**src/rtl/chunked_adder_pkg.sv**
```systemverilog
`default_nettype none
// ============================================================================
// Module      : chunked_adder_pkg
// Description : Shared types and helpers for the chunked multi-cycle adder.
//               Provides the controller state encoding, the chunk-count
//               helper and the WIDTH/CHUNK legality check used at
//               elaboration time.
// Revision    : 1.0 - initial release
// ============================================================================
package chunked_adder_pkg;

  typedef enum logic [1:0] {
    IDLE = 2'd0,
    RUN  = 2'd1,
    DONE = 2'd2
  } state_t;

  // Number of CHUNK-wide slices in a WIDTH-wide operand.
  function automatic int nchunk(input int width, input int chunk);
    return width / chunk;
  endfunction

  // Legal configuration: both positive and WIDTH an exact multiple of CHUNK.
  function automatic bit chunk_cfg_ok(input int width, input int chunk);
    return (width > 0) && (chunk > 0) && ((width % chunk) == 0);
  endfunction

endpackage
`default_nettype wire

```
**src/rtl/chunked_adder_chunk.sv**
```systemverilog
`default_nettype none
// ============================================================================
// Module      : adder_chunk
// Description : Combinational CHUNK-bit ripple-carry adder built from full
//               adders. Reused every RUN cycle of chunked_adder.
// Ports       : i_a    [CHUNK-1:0]  operand A slice
//               i_b    [CHUNK-1:0]  operand B slice (already inverted for sub)
//               i_cin               carry into bit 0
//               o_sum  [CHUNK-1:0]  slice result
//               o_cout              carry out of bit CHUNK-1
// Revision    : 1.0 - initial release
// ============================================================================
module adder_chunk #(
  parameter int CHUNK = 8
) (
  input  logic [CHUNK-1:0] i_a,
  input  logic [CHUNK-1:0] i_b,
  input  logic             i_cin,
  output logic [CHUNK-1:0] o_sum,
  output logic             o_cout
);

  logic [CHUNK:0] w_carry;

  assign w_carry[0] = i_cin;

  for (genvar i = 0; i < CHUNK; i++) begin : g_fa
    assign o_sum[i]       = i_a[i] ^ i_b[i] ^ w_carry[i];
    assign w_carry[i + 1] = (i_a[i] & i_b[i]) | (w_carry[i] & (i_a[i] ^ i_b[i]));
  end

  assign o_cout = w_carry[CHUNK];

endmodule
`default_nettype wire

```
**src/rtl/chunked_adder.sv**
```systemverilog
`default_nettype none
// ============================================================================
// Module      : chunked_adder
// Description : Multi-cycle adder/subtractor. Operands are latched on a
//               valid/ready handshake and summed CHUNK bits per clock with
//               the carry registered between chunks. The result is held in
//               DONE until the consumer accepts it.
//               Optional feature macro: CHUNKED_ADDER_OVF_EN (signed overflow
//               output; when undefined, ovf is tied low).
// Ports       : clk, rst_n (async, active-low)
//               in_valid / in_ready      operand handshake
//               a, b [WIDTH-1:0], cin, sub   operands and mode
//               out_valid / out_ready    result handshake
//               sum [WIDTH-1:0], cout, ovf   registered result
// Revision    : 1.0 - initial release
// ============================================================================
module chunked_adder
  import chunked_adder_pkg::*;
#(
  parameter int WIDTH = 32,
  parameter int CHUNK = 8
) (
  input  logic             clk,
  input  logic             rst_n,
  input  logic             in_valid,
  output logic             in_ready,
  input  logic [WIDTH-1:0] a,
  input  logic [WIDTH-1:0] b,
  input  logic             cin,
  input  logic             sub,
  output logic             out_valid,
  input  logic             out_ready,
  output logic [WIDTH-1:0] sum,
  output logic             cout,
  output logic             ovf
);

  localparam int NCHUNK = nchunk(WIDTH, CHUNK);
  localparam int KW     = (NCHUNK > 1) ? $clog2(NCHUNK) : 1;
  localparam logic [KW-1:0] C_LAST = KW'(NCHUNK - 1);

  if (!chunk_cfg_ok(WIDTH, CHUNK)) begin : g_bad_cfg
    $error("chunked_adder: WIDTH must be a positive multiple of CHUNK");
  end

  state_t           r_state;
  state_t           w_state_nxt;
  logic [KW-1:0]    r_k;
  logic             r_c;
  logic [WIDTH-1:0] r_a;
  logic [WIDTH-1:0] r_b;
  logic [WIDTH-1:0] r_sum;
  logic             r_cout;

  logic [CHUNK-1:0] w_chunk_a;
  logic [CHUNK-1:0] w_chunk_b;
  logic [CHUNK-1:0] w_chunk_sum;
  logic             w_chunk_cout;
  logic             w_last;
  logic             w_accept;

  // Single adder slice, operands selected by the running chunk index.
  assign w_chunk_a = r_a[r_k*CHUNK +: CHUNK];
  assign w_chunk_b = r_b[r_k*CHUNK +: CHUNK];

  adder_chunk #(
    .CHUNK (CHUNK)
  ) u_adder_chunk (
    .i_a    (w_chunk_a),
    .i_b    (w_chunk_b),
    .i_cin  (r_c),
    .o_sum  (w_chunk_sum),
    .o_cout (w_chunk_cout)
  );

  assign w_last   = (r_k == C_LAST);
  assign w_accept = in_valid && (r_state == IDLE);

  always_ff @(posedge clk or negedge rst_n) begin
    if (!rst_n) begin
      r_state <= IDLE;
    end else begin
      r_state <= w_state_nxt;
    end
  end

  // Handshake outputs decode only the state register, so neither in_* nor
  // out_ready reaches an output combinationally.
  always_comb begin
    w_state_nxt = r_state;
    in_ready    = 1'b0;
    out_valid   = 1'b0;
    case (r_state)
      IDLE: begin
        in_ready = 1'b1;
        if (in_valid) w_state_nxt = RUN;
      end
      RUN: begin
        if (w_last) w_state_nxt = DONE;
      end
      DONE: begin
        out_valid = 1'b1;
        if (out_ready) w_state_nxt = IDLE;
      end
      default: w_state_nxt = IDLE;
    endcase
  end

  always_ff @(posedge clk or negedge rst_n) begin
    if (!rst_n) begin
      r_k    <= '0;
      r_c    <= 1'b0;
      r_a    <= '0;
      r_b    <= '0;
      r_sum  <= '0;
      r_cout <= 1'b0;
    end else begin
      if (w_accept) begin
        // Subtraction is A + ~B + ~cin; invert once at capture.
        r_a <= a;
        r_b <= sub ? ~b : b;
        r_c <= sub ? ~cin : cin;
        r_k <= '0;
      end else if (r_state == RUN) begin
        r_sum[r_k*CHUNK +: CHUNK] <= w_chunk_sum;
        r_c                       <= w_chunk_cout;
        r_k                       <= w_last ? '0 : r_k + KW'(1);
        if (w_last) r_cout <= w_chunk_cout;
      end
    end
  end

  assign sum  = r_sum;
  assign cout = r_cout;

`ifdef CHUNKED_ADDER_OVF_EN
  logic r_ovf;

  // The top chunk's MSB is the result sign bit, available in the last RUN cycle.
  always_ff @(posedge clk or negedge rst_n) begin
    if (!rst_n) begin
      r_ovf <= 1'b0;
    end else if ((r_state == RUN) && w_last) begin
      r_ovf <= (r_a[WIDTH-1] == r_b[WIDTH-1]) && (w_chunk_sum[CHUNK-1] != r_a[WIDTH-1]);
    end
  end

  assign ovf = r_ovf;
`else
  assign ovf = 1'b0;
`endif

endmodule
`default_nettype wire

```
**config.mk**
```make
export PLATFORM = sky130hd
export DESIGN_NAME = chunked_adder
export DESIGN_NICKNAME = d
export VERILOG_FILES = /design/src/rtl/chunked_adder_pkg.sv /design/src/rtl/chunked_adder_chunk.sv /design/src/rtl/chunked_adder.sv
export SDC_FILE = /design/constraint.sdc
export NUM_CORES = 1
export LEC_CHECK = 0
export ABC_AREA = 1
export CAP_MARGIN = 10
export CORE_UTILIZATION = 40
export CTS_BUF_LIST = sky130_fd_sc_hd__clkbuf_4 sky130_fd_sc_hd__clkbuf_8 sky130_fd_sc_hd__clkbuf_16
export DETAILED_ROUTE_END_ITERATION = 8
export PLACE_DENSITY = 0.65
export REMOVE_ABC_BUFFERS = 1
export SLEW_MARGIN = 40
export SYNTH_ARGS = -nofsm -noshare
export SYNTH_HDL_FRONTEND = slang
export SYNTH_SLANG_ARGS = --single-unit
```
**constraint.sdc**
```tcl
create_clock -name clk -period 7.81 [get_ports clk]
set_input_delay 0.781 -clock clk [delete_from_list [all_inputs] [get_ports clk]]
set_output_delay 0.781 -clock clk [all_outputs]
set_load 0.01 [all_outputs]
```
== Yosys cells after proc, flatten, opt, wreduce, memory -nomap -nowiden ==
Cells that the tools add are included.

* Register bits after elaboration: 102
* Latch bits: 0
* RAM bits: 0
* ROM bits: 0
* Bits of input ports: 70
* Output and inout bits: 36
* Memories: 0

* $add $sub $neg: 2
* Multipliers: 0
* Div/mod/pow operators: 0
* Magnitude comparators: 0
* Eq/ne operators: 6
* Shift-type cells: 4
* Muxes and demuxes: 14
* Bitwise gates (word level): 43
* Reduce and logical (&&, ||, !) cells: 6

{| class="wikitable"
|+ Operator list
! kind !! number
|-
| $shiftx A32 B6 Y8 || 2
|-
| $neg A5 Y34 || 1
|-
| $shift A8 B34 Y32 const A || 1
|-
| $shiftx A8 B34 Y32 || 1
|-
| $bwmux W32 || 1
|-
| $mux W32 || 1
|-
| $not A32 Y32 || 1
|-
| $and A1 B1 Y1 || 16
|-
| $xor A1 B1 Y1 || 16
|-
| $mux W2 || 6
|-
| $or A1 B1 Y1 || 8
|-
| $ne A2 B2 Y1 const B || 3
|-
| $pmux W2 S3 || 1
|-
| $reduce_and A3 Y1 || 2
|-
| $mux W1 || 5
|-
| $eq A2 B2 Y1 const B || 2
|-
| $add A2 B1 Y2 const B || 1
|-
| $eq A2 B1 Y1 const B || 1
|-
| $logic_not A2 Y1 || 1
|-
| $not A1 Y1 || 2
|-
| $reduce_and A2 Y1 || 1
|-
| $reduce_bool A2 Y1 || 1
|-
| $logic_and A1 B1 Y1 || 1
|}

== Depth between registers and ports, before layout ==
* Depth in word-level cells: 20
* Gate-level depth with buffers: 18

== Modules after synthesis ==
A second synthesis with hierarchy kept.

* Cell total of the unflattened synthesis: 616
* Area, all modules: 5153.7 um2

{| class="wikitable"
|+ By module, submodules not included
! module !! instances !! cells an instance !! area an instance (um2)
|-
| chunked_adder || 1 || 598 || 4956.0
|-
| adder_chunk || 1 || 18 || 197.7
|}

== Worst setup path after synthesis ==
No wires, ideal clock.

* Kind: reg2reg
* Start point: register r_k[0]
* End point: register r_sum[15] (netlist: sum[15])
* Setup time: 0.126 ns
* Arrival: 3.876 ns
* Required time: 7.684 ns
* Setup slack: 3.808 ns
* Cell stages (with the launch flop): 19
* Clock period less this slack: 4.002 ns
* Cells stage by stage: dfrtp_1 > inv_2 > clkbuf_1 > nand2_1 > nand3_1 > nand2_1 > fa_1 > fa_1 > fa_1 > fa_1 > inv_1 > fa_1 > fa_1 > fa_1 > fa_1 > inv_1 > nor2_1 > nand2_1 > o21ai_0

* Word-level cells in the longest chain between the ends: 19
* Elaborated cells between the ends (all ways): 43
* Classes of those cells: add/sub (1); shift (4); mux (1); bitwise (37)

{| class="wikitable"
|+ Ends and longest elaborated chain
! element !! line !! RTL
|-
| from (decl) || chunked_adder.sv:48 || <nowiki>logic [KW-1:0] r_k;</nowiki>
|-
| from (signal assigned) || chunked_adder.sv:127 || <nowiki>r_k <= w_last ? '0 : r_k + KW'(1);</nowiki>
|-
| $shiftx A32 B6 Y8 (on tied branches) || chunked_adder.sv:63, chunked_adder.sv:64 ||
|-
| $xor A1 B1 Y1 || chunked_adder_chunk.sv:28, chunked_adder_chunk.sv:29 ||
|-
| $and A1 B1 Y1 || chunked_adder_chunk.sv:29 || <nowiki>assign w_carry[i + 1] = (i_a[i] & i_b[i]) | (w_carry[i] & (i_a[i] ^ i_b[i]));</nowiki>
|-
| $or A1 B1 Y1 || chunked_adder_chunk.sv:29 ||
|-
| $and A1 B1 Y1 || chunked_adder_chunk.sv:29 ||
|-
| $or A1 B1 Y1 || chunked_adder_chunk.sv:29 ||
|-
| $and A1 B1 Y1 || chunked_adder_chunk.sv:29 ||
|-
| $or A1 B1 Y1 || chunked_adder_chunk.sv:29 ||
|-
| [3 not listed] || -- ||
|-
| $or A1 B1 Y1 || chunked_adder_chunk.sv:29 ||
|-
| $and A1 B1 Y1 || chunked_adder_chunk.sv:29 ||
|-
| $or A1 B1 Y1 || chunked_adder_chunk.sv:29 ||
|-
| $and A1 B1 Y1 || chunked_adder_chunk.sv:29 ||
|-
| $or A1 B1 Y1 || chunked_adder_chunk.sv:29 ||
|-
| $xor A1 B1 Y1 || chunked_adder_chunk.sv:28 || <nowiki>assign o_sum[i] = i_a[i] ^ i_b[i] ^ w_carry[i];</nowiki>
|-
| $shiftx A8 B34 Y32 || chunked_adder.sv:125 || <nowiki>r_sum[r_k*CHUNK +: CHUNK] <= w_chunk_sum;</nowiki>
|-
| $bwmux W32 (*) || chunked_adder.sv:125 ||
|-
| to (signal, indexed assignment) || chunked_adder.sv:125 ||
|-
| to (decl) || chunked_adder.sv:52 || <nowiki>logic [WIDTH-1:0] r_sum;</nowiki>
|}

Every way passes the cells marked *; elsewhere a longest branch is shown, timed or not.
A chain may end at the register's enable or synchronous reset.

== Worst setup path after layout ==
* Start point: register r_k[1]
* End point: register r_sum[31] (netlist: sum[31])

Same word-level chain as after synthesis.

==> impl_results.md <==
* Outcome: completed
* Slowest stage delay, CP at 0.81 ns
* Top FF cell, synth: dfrtp_1
* Kind of critical path: reg2reg
* Final Skew at a little over 0.008 ns
* Post-CTS Setup Bufs at 0
* Wire length per cell at 13.5 um
* Die height at between 100 and 150 um
* FF-to-FF setup slack at 3.04 ns
* Diode count at 0
* First-pass GRT wire length at 19,500 um
* Slew Viols, Final at 0
* Area added between synthesis and finish at 27.6%
* Layout Utilization at 53.2%
* Async SR Flop Fraction at 100%
* GRT Overall Usage at 19.0%
* Syn. warnings at 0
* Vias at between 4,000 and 5,000
* Synth Instances at between 500 and 600
* # hold bufs at CTS at 0
* DRT iter0 DRCs at 210
* Mapped Area at slightly above 5000 um2
* Synth top area cells: dfrtp_1 (50%), nand2_1 (18%), o21ai_0 (6.8%)
* Nets at 769
* Width of the die at ~110 um
* Logic pwr share at between 40% and 50%
* Clock power share at 18.6%
* Register bit total from synthesis at 102
* Routed WL at approximately 12,000 um
* Final routed DRC violation total at 0
* Most frequent cell after synthesis: nand2_1
* Final hold slack at ~0.45 ns
* Worst EP required at ~8.0 ns
* TritonCTS Sinks at 102
* Worst-Margin Slew at approximately 0.72 ns
* CTS HTree Levels at 3
* Final Critical Period at roughly 4.8 ns
* Setup total negative slack at 0 ns
* Tcrit/Tclk final at approximately 61%
* Slowest cell on the critical path: dfrtp_1
* DP HPWL at 8490 um
* Relative slew margins at 51.9%
* Initial antenna violation count at 0
* CTS Buf Count at 9
* Share of post-route cells with drive strength above 1 at 5.08%
* Total power at 2.72 mW
* Leakage at roughly 3 nW
* Largest net degree at the start of global routing at 64
* Final Hold Vio Count at 0
* Pre-antenna DRT Iters at 4
* CTS tree: done
* Fin worst setup slack at between 3 and 4 ns
* Synth area leader: dfrtp_1
* Mean number of vias per cell at 4.77
* Synthesized area per cell at approximately 8.5 um2
* Row count at 40
* RSZ-0062 raised after global routing: no
* Cts repair resizes at 0
* Clk Latency, worst-skew pair at about 0.34 ns
* Clock transition at the registers of the reported paths at around 0.070 ns
* Top Ports at around 110
* Core ar. at approximately 12,000 um2
* Clock root buffer: clkbuf_16
* Power per cell area at 420 nW/um2
* Sequential element share of the synthesized area at between 50 and 60%
* Net Sw Power at around 1.1 mW
* Routed Antenna Nets at 0
* Grt total ovfl at 0
* Max FO, Critical Path at 21
* Post-synth EDFFs at 0
* Post-Place Setup Slack at a little over 3 ns
* Reg power frac at roughly a third
* Critical Path End Type: flip-flop
* Worst min-delay path category: in2async
* Yosys top cell area share at between 50 and 60%
* Maximum vdd drop at ~0.00018 V
* Arrival time worst endpoint at 4.98 ns
* Critical path cell sequence: inv_1 > nand3_1 > nand2_1 > fa_1 > fa_1 > fa_1 > fa_1 > inv_1 > fa_1 > fa_1 > fa_1 > fa_1 > inv_1 > nor2_1 > nand2_1 > o21ai_0
* Library cells used by synthesis at 26
* Placer congestion estimate at roughly 0.78
* Internal power consumption at around 1.6 mW
* # setup viols final at 0
* Post-synth top cells: nand2_1 (238), dfrtp_1 (102), o21ai_0 (69)
* Worst-case clock buffer depth at 2
* Port buffer count at 104
* Vias in the first global route at ~4,100
* CP startpoint kind: flip-flop
* Maximum clock frequency at between 200 and 250 MHz
* Switching Fraction at 42.1%
* Die Area at roughly 13,000 um2
* Most used cell, CP: fa_1
* Max-Cap Viols at 0
* Initial core utilization at a little over two fifths
power by group through the flow:
| stage | combinational [mW] | sequential (mW) | clock, mW |
|---|---|---|---|
| after floorplan | 0.820 | 0.900 | 0 |
| after global placement | 1.27 | 0.901 | 0 |
| after detailed placement | 1.31 | 0.905 | 0 |
| after CTS | 1.32 | 0.899 | 0.514 |
| after global routing | 1.50 | 0.924 | 0.533 |
| final | 1.31 | 0.899 | 0.506 |
through the flow:
stage               instances  area (um2)
CTS                       857        6460
detailed placement        842        6120
floorplan                 567        4860
finish                    857        6460
global placement          842        6120
global route              857        6460
flip-flops by register name (all words and copies together) (netlist names):
name and cells:
r_k 2, r_b 32, sum 32, r_state 2
r_c 1, r_a 32, cout 1
layout make-up:
| cell class | instances | area [um2] |
|---|---|---|
| Fill cell | 1165 | 5700 |
| Sequential cell | 102 | 2550 |
| Multi-Input combinational cell | 443 | 2220 |
| Timing Repair Buffer | 107 | 1060 |
| Clock buffer | 10 | 233 |
| Tap cell | 168 | 210 |
| Clock inverter | 5 | 106 |
| Inverter | 22 | 82.6 |
layout by cell type, fill, tap and decap left out, types with 2 or more instances in the layout:
master and count:
clkbuf_16 9, o21ai_2 2, inv_2 4, clkdlybuf4s50_1 102, nor2_2 2, nand2_1 238
fa_1 8, ha_1 6, dfrtp_1 102, buf_4 5, nand3_1 30, inv_1 18
nand2_2 2, bufinv_16 3, o211ai_1 4, o21ai_0 69, o21ai_1 8, xnor2_1 32
nand3_2 2, nor2_1 35
routing by layer:
| metal | vias up | GRT usage (%) | wire length (um) |
|---|---|---|---|
| met4 | 0 | 6.93 | 279 |
| met1 | 1890 | 25.6 | 5290 |
| li1 | 2057 | - | - |
| met5 | - | 0 | 0 |
| met2 | 122 | 31.2 | 5410 |
| met3 | 21 | 2.81 | 557 |
final timing paths:
check,cells after the start,from,to
setup / recovery,16,r_k[1],sum[31]
hold / removal,1,rst_n,sum[26]
setup reg to reg,16,r_k[1],sum[31]
hold reg to reg,2,sum[19],sum[19]
max in group asynchronous,2,rst_n,r_a[24]
min in group clk,2,sum[19],sum[19]
worst max-delay path: cells and delay by family, from the launching register on:
kind / cells / cell delay (ns)
simple gates: 4 / 0.42
compound gates: 1 / 0.10
fa+ha+maj: 8 / 2.64
flops: 1 / 0.81
buf+inv: 3 / 0.66
logic make-up after synthesis:
kind of cell	share of synthesized area [%]
AO/OA/AOI/OAI	8.69
flip-flops	50.4
other	0.0740
buffers and inverters	5.75
XOR/XNOR	5.53
adder cells (fa/ha/maj)	4.64
AND/OR/NAND/NOR	24.9
Note: power is estimated with default switching activity, not from simulation.
